$ cat config.mk
export PLATFORM = sky130hd
export DESIGN_NAME = adc_conv_sched_flat
export DESIGN_NICKNAME = d
export VERILOG_FILES = /design/src/rtl/adc_conv_sched_if.sv /design/src/rtl/adc_conv_sched.sv /design/src/flat_wrapper.sv
export SDC_FILE = /design/constraint.sdc
export NUM_CORES = 1
export LEC_CHECK = 0
export CORE_ASPECT_RATIO = 0.5
export CORE_UTILIZATION = 45
export CTS_BUF_LIST = sky130_fd_sc_hd__clkbuf_4 sky130_fd_sc_hd__clkbuf_8 sky130_fd_sc_hd__clkbuf_16
export CTS_CLUSTER_SIZE = 40
export DETAILED_ROUTE_END_ITERATION = 10
export GPL_ROUTABILITY_DRIVEN = 0
export PLACE_DENSITY = 0.73
export SKIP_CTS_REPAIR_TIMING = 1
export SLEW_MARGIN = 10
export SYNTH_ARGS = -nofsm -noshare
export SYNTH_HDL_FRONTEND = slang
export SYNTH_SLANG_ARGS = --single-unit
$ cat constraint.sdc
create_clock -name clk -period 3.2 [get_ports clk]
set_input_delay 0.32 -clock clk [delete_from_list [all_inputs] [get_ports clk]]
set_output_delay 0.32 -clock clk [all_outputs]
set_load 0.01 [all_outputs]
$ cat src/rtl/adc_conv_sched_if.sv
// Signal bundle between the conversion scheduler and the parallel ADC / FIR bank.
// The master side is the scheduler; the slave side is the ADC, its data bus and the downstream consumer.
interface adc_conv_sched_if;
  logic        enable;
  logic [15:0] period;
  logic        busy;
  logic [15:0] adcdb;
  logic        conA;
  logic        conB;
  logic        conC;
  logic        adcrst;
  logic        adccs;
  logic        adcrd;
  logic [15:0] ch_data;
  logic [2:0]  ch_idx;
  logic        ch_valid;
  logic        frame_done;
  logic        overrun;
  logic        tmo_err;

  modport master (
    input  enable, period, busy, adcdb,
    output conA, conB, conC, adcrst, adccs, adcrd,
    output ch_data, ch_idx, ch_valid, frame_done, overrun, tmo_err
  );

  modport slave (
    output enable, period, busy, adcdb,
    input  conA, conB, conC, adcrst, adccs, adcrd,
    input  ch_data, ch_idx, ch_valid, frame_done, overrun, tmo_err
  );
endinterface

$ cat src/rtl/adc_conv_sched.sv
// Conversion scheduler for the 6-channel parallel ADC: paced convert/busy/read sequencing,
// per-channel word output, frame strobe, busy-timeout recovery and overrun flag.
module adc_conv_sched #(
  parameter int NCH     = 6,
  parameter int RST_CYC = 20,
  parameter int CONV_LO = 4,
  parameter int RD_LO   = 3,
  parameter int RD_HI   = 2,
  parameter int TMO     = 4096
) (
  input logic               clk,
  input logic               rst,
  adc_conv_sched_if.master  bus
);

  typedef enum logic [2:0] {RST_S, IDLE, CONV, WBH, WBL, RDL, RDH} state_t;

  state_t      state;
  state_t      nstate;
  logic [15:0] cnt;
  logic [15:0] cnt_nxt;
  logic [2:0]  ch;
  logic [2:0]  ch_nxt;
  logic [15:0] pcnt;
  logic [15:0] eff_q;
  logic [15:0] eff_in;
  logic        tick;
  logic        tmo_hit;
  logic        cap;
  logic        rst_d;
  logic        con_d;
  logic        cs_d;
  logic        rd_d;

  assign eff_in = (bus.period < 16'd64) ? 16'd64 : bus.period;
  assign tick   = bus.enable && (pcnt == eff_q - 16'd1);

  // Period pacing; the interval is latched at each wrap and tracks the input while disabled
  always_ff @(posedge clk) begin
    if (rst) begin
      pcnt  <= 16'd0;
      eff_q <= 16'd64;
    end else if (!bus.enable || tick) begin
      pcnt  <= 16'd0;
      eff_q <= eff_in;
    end else begin
      pcnt  <= pcnt + 16'd1;
    end
  end

  // State register and registered outputs
  always_ff @(posedge clk) begin
    if (rst) begin
      state          <= RST_S;
      cnt            <= 16'd0;
      ch             <= 3'd0;
      bus.adcrst     <= 1'b1;
      bus.conA       <= 1'b1;
      bus.conB       <= 1'b1;
      bus.conC       <= 1'b1;
      bus.adccs      <= 1'b1;
      bus.adcrd      <= 1'b1;
      bus.ch_data    <= 16'd0;
      bus.ch_idx     <= 3'd0;
      bus.ch_valid   <= 1'b0;
      bus.frame_done <= 1'b0;
      bus.overrun    <= 1'b0;
      bus.tmo_err    <= 1'b0;
    end else begin
      state          <= nstate;
      cnt            <= cnt_nxt;
      ch             <= ch_nxt;
      bus.adcrst     <= rst_d;
      bus.conA       <= con_d;
      bus.conB       <= con_d;
      bus.conC       <= con_d;
      bus.adccs      <= cs_d;
      bus.adcrd      <= rd_d;
      bus.ch_valid   <= cap;
      bus.frame_done <= cap && (ch == 3'(NCH - 1));
      bus.tmo_err    <= tmo_hit;
      if (tick && (state != IDLE))
        bus.overrun  <= 1'b1;
      if (cap) begin
        bus.ch_data  <= bus.adcdb;
        bus.ch_idx   <= ch;
      end
    end
  end

  // Next-state logic; cnt doubles as the busy timeout counter in WBH/WBL
  always_comb begin
    nstate  = state;
    cnt_nxt = cnt + 16'd1;
    ch_nxt  = ch;
    tmo_hit = 1'b0;
    cap     = 1'b0;
    case (state)
      RST_S: begin
        if (cnt == 16'(RST_CYC - 1)) begin
          nstate  = IDLE;
          cnt_nxt = 16'd0;
        end
      end
      IDLE: begin
        cnt_nxt = 16'd0;
        if (tick)
          nstate = CONV;
      end
      CONV: begin
        if (cnt == 16'(CONV_LO - 1)) begin
          nstate  = WBH;
          cnt_nxt = 16'd0;
        end
      end
      WBH: begin
        if (bus.busy) begin
          nstate  = WBL;
          cnt_nxt = 16'd0;
        end else if (cnt == 16'(TMO - 1)) begin
          nstate  = RST_S;
          cnt_nxt = 16'd0;
          tmo_hit = 1'b1;
        end
      end
      WBL: begin
        if (!bus.busy) begin
          nstate  = RDL;
          cnt_nxt = 16'd0;
          ch_nxt  = 3'd0;
        end else if (cnt == 16'(TMO - 1)) begin
          nstate  = RST_S;
          cnt_nxt = 16'd0;
          tmo_hit = 1'b1;
        end
      end
      RDL: begin
        if (cnt == 16'(RD_LO - 1)) begin
          nstate  = RDH;
          cnt_nxt = 16'd0;
          cap     = 1'b1;
        end
      end
      RDH: begin
        if (cnt == 16'(RD_HI - 1)) begin
          cnt_nxt = 16'd0;
          if (ch == 3'(NCH - 1)) begin
            nstate = IDLE;
          end else begin
            nstate = RDL;
            ch_nxt = ch + 3'd1;
          end
        end
      end
      default: begin
        nstate  = RST_S;
        cnt_nxt = 16'd0;
      end
    endcase
  end

  // Output decode from the next state so the registered pins line up with the state
  always_comb begin
    rst_d = (nstate == RST_S);
    con_d = (nstate != CONV);
    cs_d  = !((nstate == RDL) || (nstate == RDH));
    rd_d  = (nstate != RDL);
  end

endmodule
$ cat src/flat_wrapper.sv
// flat-port wrapper written by rule: the top's interface ports become plain ports
module adc_conv_sched_flat 
#(
  parameter int NCH     = 6,
  parameter int RST_CYC = 20,
  parameter int CONV_LO = 4,
  parameter int RD_LO   = 3,
  parameter int RD_HI   = 2,
  parameter int TMO     = 4096
)
  (clk, rst, bus_enable, bus_period, bus_busy, bus_adcdb, bus_conA, bus_conB, bus_conC, bus_adcrst, bus_adccs, bus_adcrd, bus_ch_data, bus_ch_idx, bus_ch_valid, bus_frame_done, bus_overrun, bus_tmo_err);
  adc_conv_sched_if bus_i ();
  input logic clk;
  input logic rst;
  input wire logic [$bits(bus_i.enable)-1:0] bus_enable;
  input wire logic [$bits(bus_i.period)-1:0] bus_period;
  input wire logic [$bits(bus_i.busy)-1:0] bus_busy;
  input wire logic [$bits(bus_i.adcdb)-1:0] bus_adcdb;
  output wire logic [$bits(bus_i.conA)-1:0] bus_conA;
  output wire logic [$bits(bus_i.conB)-1:0] bus_conB;
  output wire logic [$bits(bus_i.conC)-1:0] bus_conC;
  output wire logic [$bits(bus_i.adcrst)-1:0] bus_adcrst;
  output wire logic [$bits(bus_i.adccs)-1:0] bus_adccs;
  output wire logic [$bits(bus_i.adcrd)-1:0] bus_adcrd;
  output wire logic [$bits(bus_i.ch_data)-1:0] bus_ch_data;
  output wire logic [$bits(bus_i.ch_idx)-1:0] bus_ch_idx;
  output wire logic [$bits(bus_i.ch_valid)-1:0] bus_ch_valid;
  output wire logic [$bits(bus_i.frame_done)-1:0] bus_frame_done;
  output wire logic [$bits(bus_i.overrun)-1:0] bus_overrun;
  output wire logic [$bits(bus_i.tmo_err)-1:0] bus_tmo_err;
  assign bus_i.enable = bus_enable;
  assign bus_i.period = bus_period;
  assign bus_i.busy = bus_busy;
  assign bus_i.adcdb = bus_adcdb;
  assign bus_conA = bus_i.conA;
  assign bus_conB = bus_i.conB;
  assign bus_conC = bus_i.conC;
  assign bus_adcrst = bus_i.adcrst;
  assign bus_adccs = bus_i.adccs;
  assign bus_adcrd = bus_i.adcrd;
  assign bus_ch_data = bus_i.ch_data;
  assign bus_ch_idx = bus_i.ch_idx;
  assign bus_ch_valid = bus_i.ch_valid;
  assign bus_frame_done = bus_i.frame_done;
  assign bus_overrun = bus_i.overrun;
  assign bus_tmo_err = bus_i.tmo_err;
  adc_conv_sched #(.NCH(NCH), .RST_CYC(RST_CYC), .CONV_LO(CONV_LO), .RD_LO(RD_LO), .RD_HI(RD_HI), .TMO(TMO)) u_core (.clk(clk), .rst(rst), .bus(bus_i));
endmodule
# == After elaboration in Yosys (flattened, before gate mapping) ==
# Index checks and enable logic that the tools add are counted.
# word_totals
out_inout_bits,29
regBits,81
# classes
reduce_logical,12
muxes,29
order_cmp,1
add_sub_neg,4
n_eq_ne,21
# op_table
op,n
$mux W16,8
$pmux W16 S6,1
$mux W3,12
$add A16 B1 Y16 const B,2
$eq A16 B2 Y1 const B,2
$pmux W3 S7,1
$eq A3 B3 Y1 const B,6
$eq A16 B1 Y1 const B,1
$eq A16 B12 Y1 const B,1
$eq A16 B16 Y1,1
$eq A16 B5 Y1 const B,1
$lt A16 B7 Y1 const B,1
$sub A16 B1 Y16 const B,1
$eq A3 B2 Y1 const B,2
$logic_not A3 Y1,2
$pmux W3 S2,1
$mux W1,5
$ne A2 B2 Y1 const B,2
$reduce_and A4 Y1,1
$add A3 B1 Y3 const B,1
$eq A3 B1 Y1 const B,1
$logic_and A1 B1 Y1,3
$ne A3 B1 Y1 const B,1
$ne A3 B2 Y1 const B,1
7 further kinds,9

# == Depth between registers and ports, before layout ==
# Gate-level depths: netlist of run 1.
# logic_depth
depth_word,8
mapped_depth,10
depth_no_buf,9

# == Worst setup path after synthesis of run 1 ==
# No wires, ideal clock.
# synth_timing
path_kind,reg2reg
startpoint,register u_core.eff_q[0]
endpoint,register u_core.eff_q[7]
path_stages_with_launch,11
slack_ns,0.587
setup_time_ns,0.128
arrival_ns,2.485
t_required_ns,3.072
path_cell_list,dfxtp_1 inv_1 ha_1 or3b_4 or4_1 and3_1 nor4b_4 a31oi_4 buf_6 mux2i_1 nor2_1
# synth_via
elab_chain_len,4
# synth_rtl
item,line_no,source
start: declaration,adc_conv_sched.sv:25,logic [15:0] eff_q;
start signal: assignment,adc_conv_sched.sv:45,eff_q <= eff_in;
$sub A16 B1 Y16,adc_conv_sched.sv:36,assign tick = bus.enable && (pcnt == eff_q - 16'd1);
$eq A16 B16 Y1,adc_conv_sched.sv:36,
$logic_and A1 B1 Y1,adc_conv_sched.sv:36,
$logic_or A1 B1 Y1,adc_conv_sched.sv:43,end else if (!bus.enable || tick) begin
# Every way passes these cells.
# A chain may end at the register's enable or synchronous reset.

# == Worst setup path in the final report of run 1 ==
# layout_timing
startpoint,register u_core.eff_q[0]
endpoint,register u_core.bus.conA
# layout_via
elab_chain_len,6
# layout_rtl
item,line_no,source
$sub A16 B1 Y16,adc_conv_sched.sv:36,
$eq A16 B16 Y1,adc_conv_sched.sv:36,
$logic_and A1 B1 Y1,adc_conv_sched.sv:36,
$mux W3,adc_conv_sched.sv:107,if (tick)
$pmux W3 S7,adc_conv_sched.sv:98,case (state)
$ne A3 B2 Y1,adc_conv_sched.sv:165,con_d = (nstate != CONV);
end signal: assignment,adc_conv_sched.sv:74,bus.conA <= con_d;
end: declaration,adc_conv_sched_if.sv:23,"output conA, conB, conC, adcrst, adccs, adcrd,"
# Every way passes these cells.

==> results.md, run 1 <==
* Row count at 23
* Antenna Cells at 0
* Starting Density at 0.480
* Worst Setup Start Kind: flop
* Max Slew Vio Count at 0
* Top FF cell, synth: dfxtp_1
* Clk sinks at 81
* H-tree levels at 3
* Critical path type: flop to flop
* Outcome: finished, final reports clean
* Via count at 3403
* IO buf count at 64
* Root buffer cell: clkbuf_16
* Synth-to-layout area growth at 26.3%
* Ys async rst share at 0
* Pre-antenna DRT Iters at 4
* Worst Path Required at 3390 ps
* Initial drt markers at 200
* Nets at 576
* Fin crit share at 0.894
* Synth Instances at 473
* Maximum vdd drop at 0.261 mV
* Ys Warns at 0
* Via/cell ratio at 5.24
* Number of I/O pins at 65
* Pwr Total at 2.27 mW
* RSZ-0062 raised after global routing: false
* Most Crowded Layer GR: met2
* Sequential fraction of the synthesis area at 0.409
* Largest net degree at the start of global routing at 25
* Max Freq at 349 MHz
* Slew HR at 0.589
* FF+latch count, synth at slightly above 80
* Worst min path class: flop to flop
* Vias in the first global route at between 3000 and 4000
* Power Density at 453 nW/um2
* All-Layer GR Usage at 0.197
* Cell type with the largest total area after synthesis: dfxtp_1
* Die ar. at 9210 um2
* Crit Path Max Fanout at 6
* Dpl cell area at 4700 um2
* DRC viols at 0
* GRT met2 Usage at 0.342
* Syn Area/Cell at roughly 8.4 um2
* Slew @ Worst Pin at 615 ps
* Crit path DAT at 3050 ps
* CTS tree: done
* Setup TNS at 0 ps
* Top-area cell type share of the netlist area at 0.409
* Detailed Route WL at 8.62 mm
* Number of CTS-inserted buffers at 9
* Hpwl dp at 6.22 mm
* Post-synth net total at 516
* Routed WL per cell at 13.3 um
* Max-cap violation count at 0
* Fin crit period at ~2900 ps
* Netlist Area Pre-Place at approximately 4000 um2
* Fin area at between 5000 and 6000 um2
* Skew final at between 7 and 8 ps
* Endpoints failing setup at 0
* Synth area leaders: dfxtp_1 (41%), nor2_1 (6.9%), nand2_1 (6.4%), xor2_1 (6.2%), xnor2_1 (4.6%)
* Clock Path Buffers at 2
* Number of antenna violations at the first check in global routing at 0
* First-pass GRT wire length at 14.1 mm
* Core area at 8260 um2
* GR Util met3 at 0.0556
* Clk_lat worst skew at 340 ps
* GR Util met1 at 0.241
* Final hold violations at 0
* Clock slew at reported path FFs at 60 ps
* Post-synth EDFFs at 0
* Grt ovf at 0
* Setup crit end kind: flop
* Die width at 135 um
* Die height at 68.4 um
* Leak pwr at roughly 1.8 nW
* DRT antenna net count at 0
* Share of cells above drive strength 1 at 0.0632
* Synth cell types at 56
==> worst max-delay path: stages, from the launching register on <==
cell,delay [ps]
dfxtp_1,350
inv_1,70
ha_1,190
or3b_4,410
or4_1,490
and3_1,200
nor4b_4,350
nand4_1,240
a21boi_1,280
o2111ai_1,130
==> final cells by class <==
type                    instances  area [um2]
fillers                       705        3250
multi-input cells             360        2200
flip-flops and latches         81        1620
well taps                     112         140
repair buffers                 72         713
clock buffers                  10         233
clock inverters                 6        68.8
inverters                       9        33.8
==> cell usage after synthesis, types with 2 or more instances <==
library cell / count
or4_1: 3
nor2b_1: 6
and2_1: 2
a221oi_1: 2
nand2b_1: 8
and3b_1: 2
nor2_1: 73
nor4_2: 2
a31oi_1: 4
a31o_1: 6
clkbuf_1: 17
dfxtp_1: 81
nand2_1: 68
buf_4: 3
a21oi_1: 27
and3_1: 7
nand3b_1: 2
o22ai_1: 2
o2111ai_1: 2
nand4_1: 12
o221ai_1: 2
nand4b_1: 2
nor3b_1: 4
o21a_1: 2
xnor2_1: 21
inv_1: 9
nor4_1: 8
xor2_1: 28
mux2i_1: 9
ha_1: 7
nor3_1: 12
nand3_1: 9
o21ai_0: 7
buf_6: 2
==> per-layer routing <==
layer | vias up | wire, um | part of all wire
li1 | 1750 | - | -
met1 | 1602 | 4080 | 0.47
met2 | 41 | 4170 | 0.48
met3 | 10 | 283 | 0.033
met4 | 0 | 88 | 0.010
met5 | - | 0 | 0
==> where the power goes <==
| part | internal, mW | switching [mW] |
|---|---|---|
| sequential | 1.02 | 0.0254 |
| combinational | 0.104 | 0.0885 |
| clock | 0.614 | 0.413 |
| total | 1.74 | 0.527 |
==> per-stage QoR <==
stage / instances / setup WS [ps] / hold WS [ps] / util
after floorplan: 473 / 587 / 445 / -
after global placement: 634 / 466 / 438 / 0.570
after detailed placement: 634 / 360 / 442 / 0.570
after CTS: 650 / 349 / 451 / 0.606
after global routing: 650 / 109 / 469 / 0.606
final: 650 / 338 / 449 / 0.606
==> layout by cell type (no fill, tap or decap), types with 8 or more instances in the layout <==
cell type and instances:
clkbuf_16 9, xnor2_1 21, nor2_1 73, nor3_1 12
nand2b_1 8, dfxtp_1 81, a21oi_1 27, nand2_1 68
nand3_1 9, mux2i_1 9, clkdlybuf4s50_1 64, nand4_1 12
xor2_1 28, inv_1 9, nor4_1 8
==> registers in the layout (all words and copies together), names as in the netlist <==
signal and count:
u_core.bus.adccs 1, u_core.bus.adcrd 1, u_core.bus.adcrst 1, u_core.bus.ch_data 16, u_core.bus.ch_idx 3, u_core.bus.ch_valid 1
u_core.bus.conA 1, u_core.bus.frame_done 1, u_core.bus.overrun 1, u_core.bus.tmo_err 1, u_core.ch 3, u_core.cnt 16
u_core.eff_q 16, u_core.pcnt 16, u_core.state 3
==> path summary, 6_finish.rpt <==
kind | start | to | slack (ps) | depth (start not counted)
min | u_core.bus.ch_data[5] | u_core.bus.ch_data[5] | 450 | 2
min reg2reg | u_core.bus.ch_data[5] | u_core.bus.ch_data[5] | 450 | 2
max | u_core.eff_q[0] | u_core.bus.conA | 340 | 9
max reg2reg | u_core.eff_q[0] | u_core.bus.conA | 340 | 9
==> cells by family after synthesis <==
kind of cell	count (synthesis)	synth area share
buffers and inverters	32	0.0372
AOI/OAI and AO/OA	65	0.111
and+or+nand+nor	229	0.284
DFF	81	0.409
adders and majority gates	7	0.0221
muxes	9	0.0227
xor gates and xnor gates	50	0.114
No activity file was read; power rests on OpenSTA's default activity.
==> run 2: changes to the inputs <==
Settings changed: CAP_MARGIN from default to 20, CTS_CLUSTER_DIAMETER from default to 80.
==> results of run 2 <==
The final DEF is identical to that of run 1; final timing and power are the same.
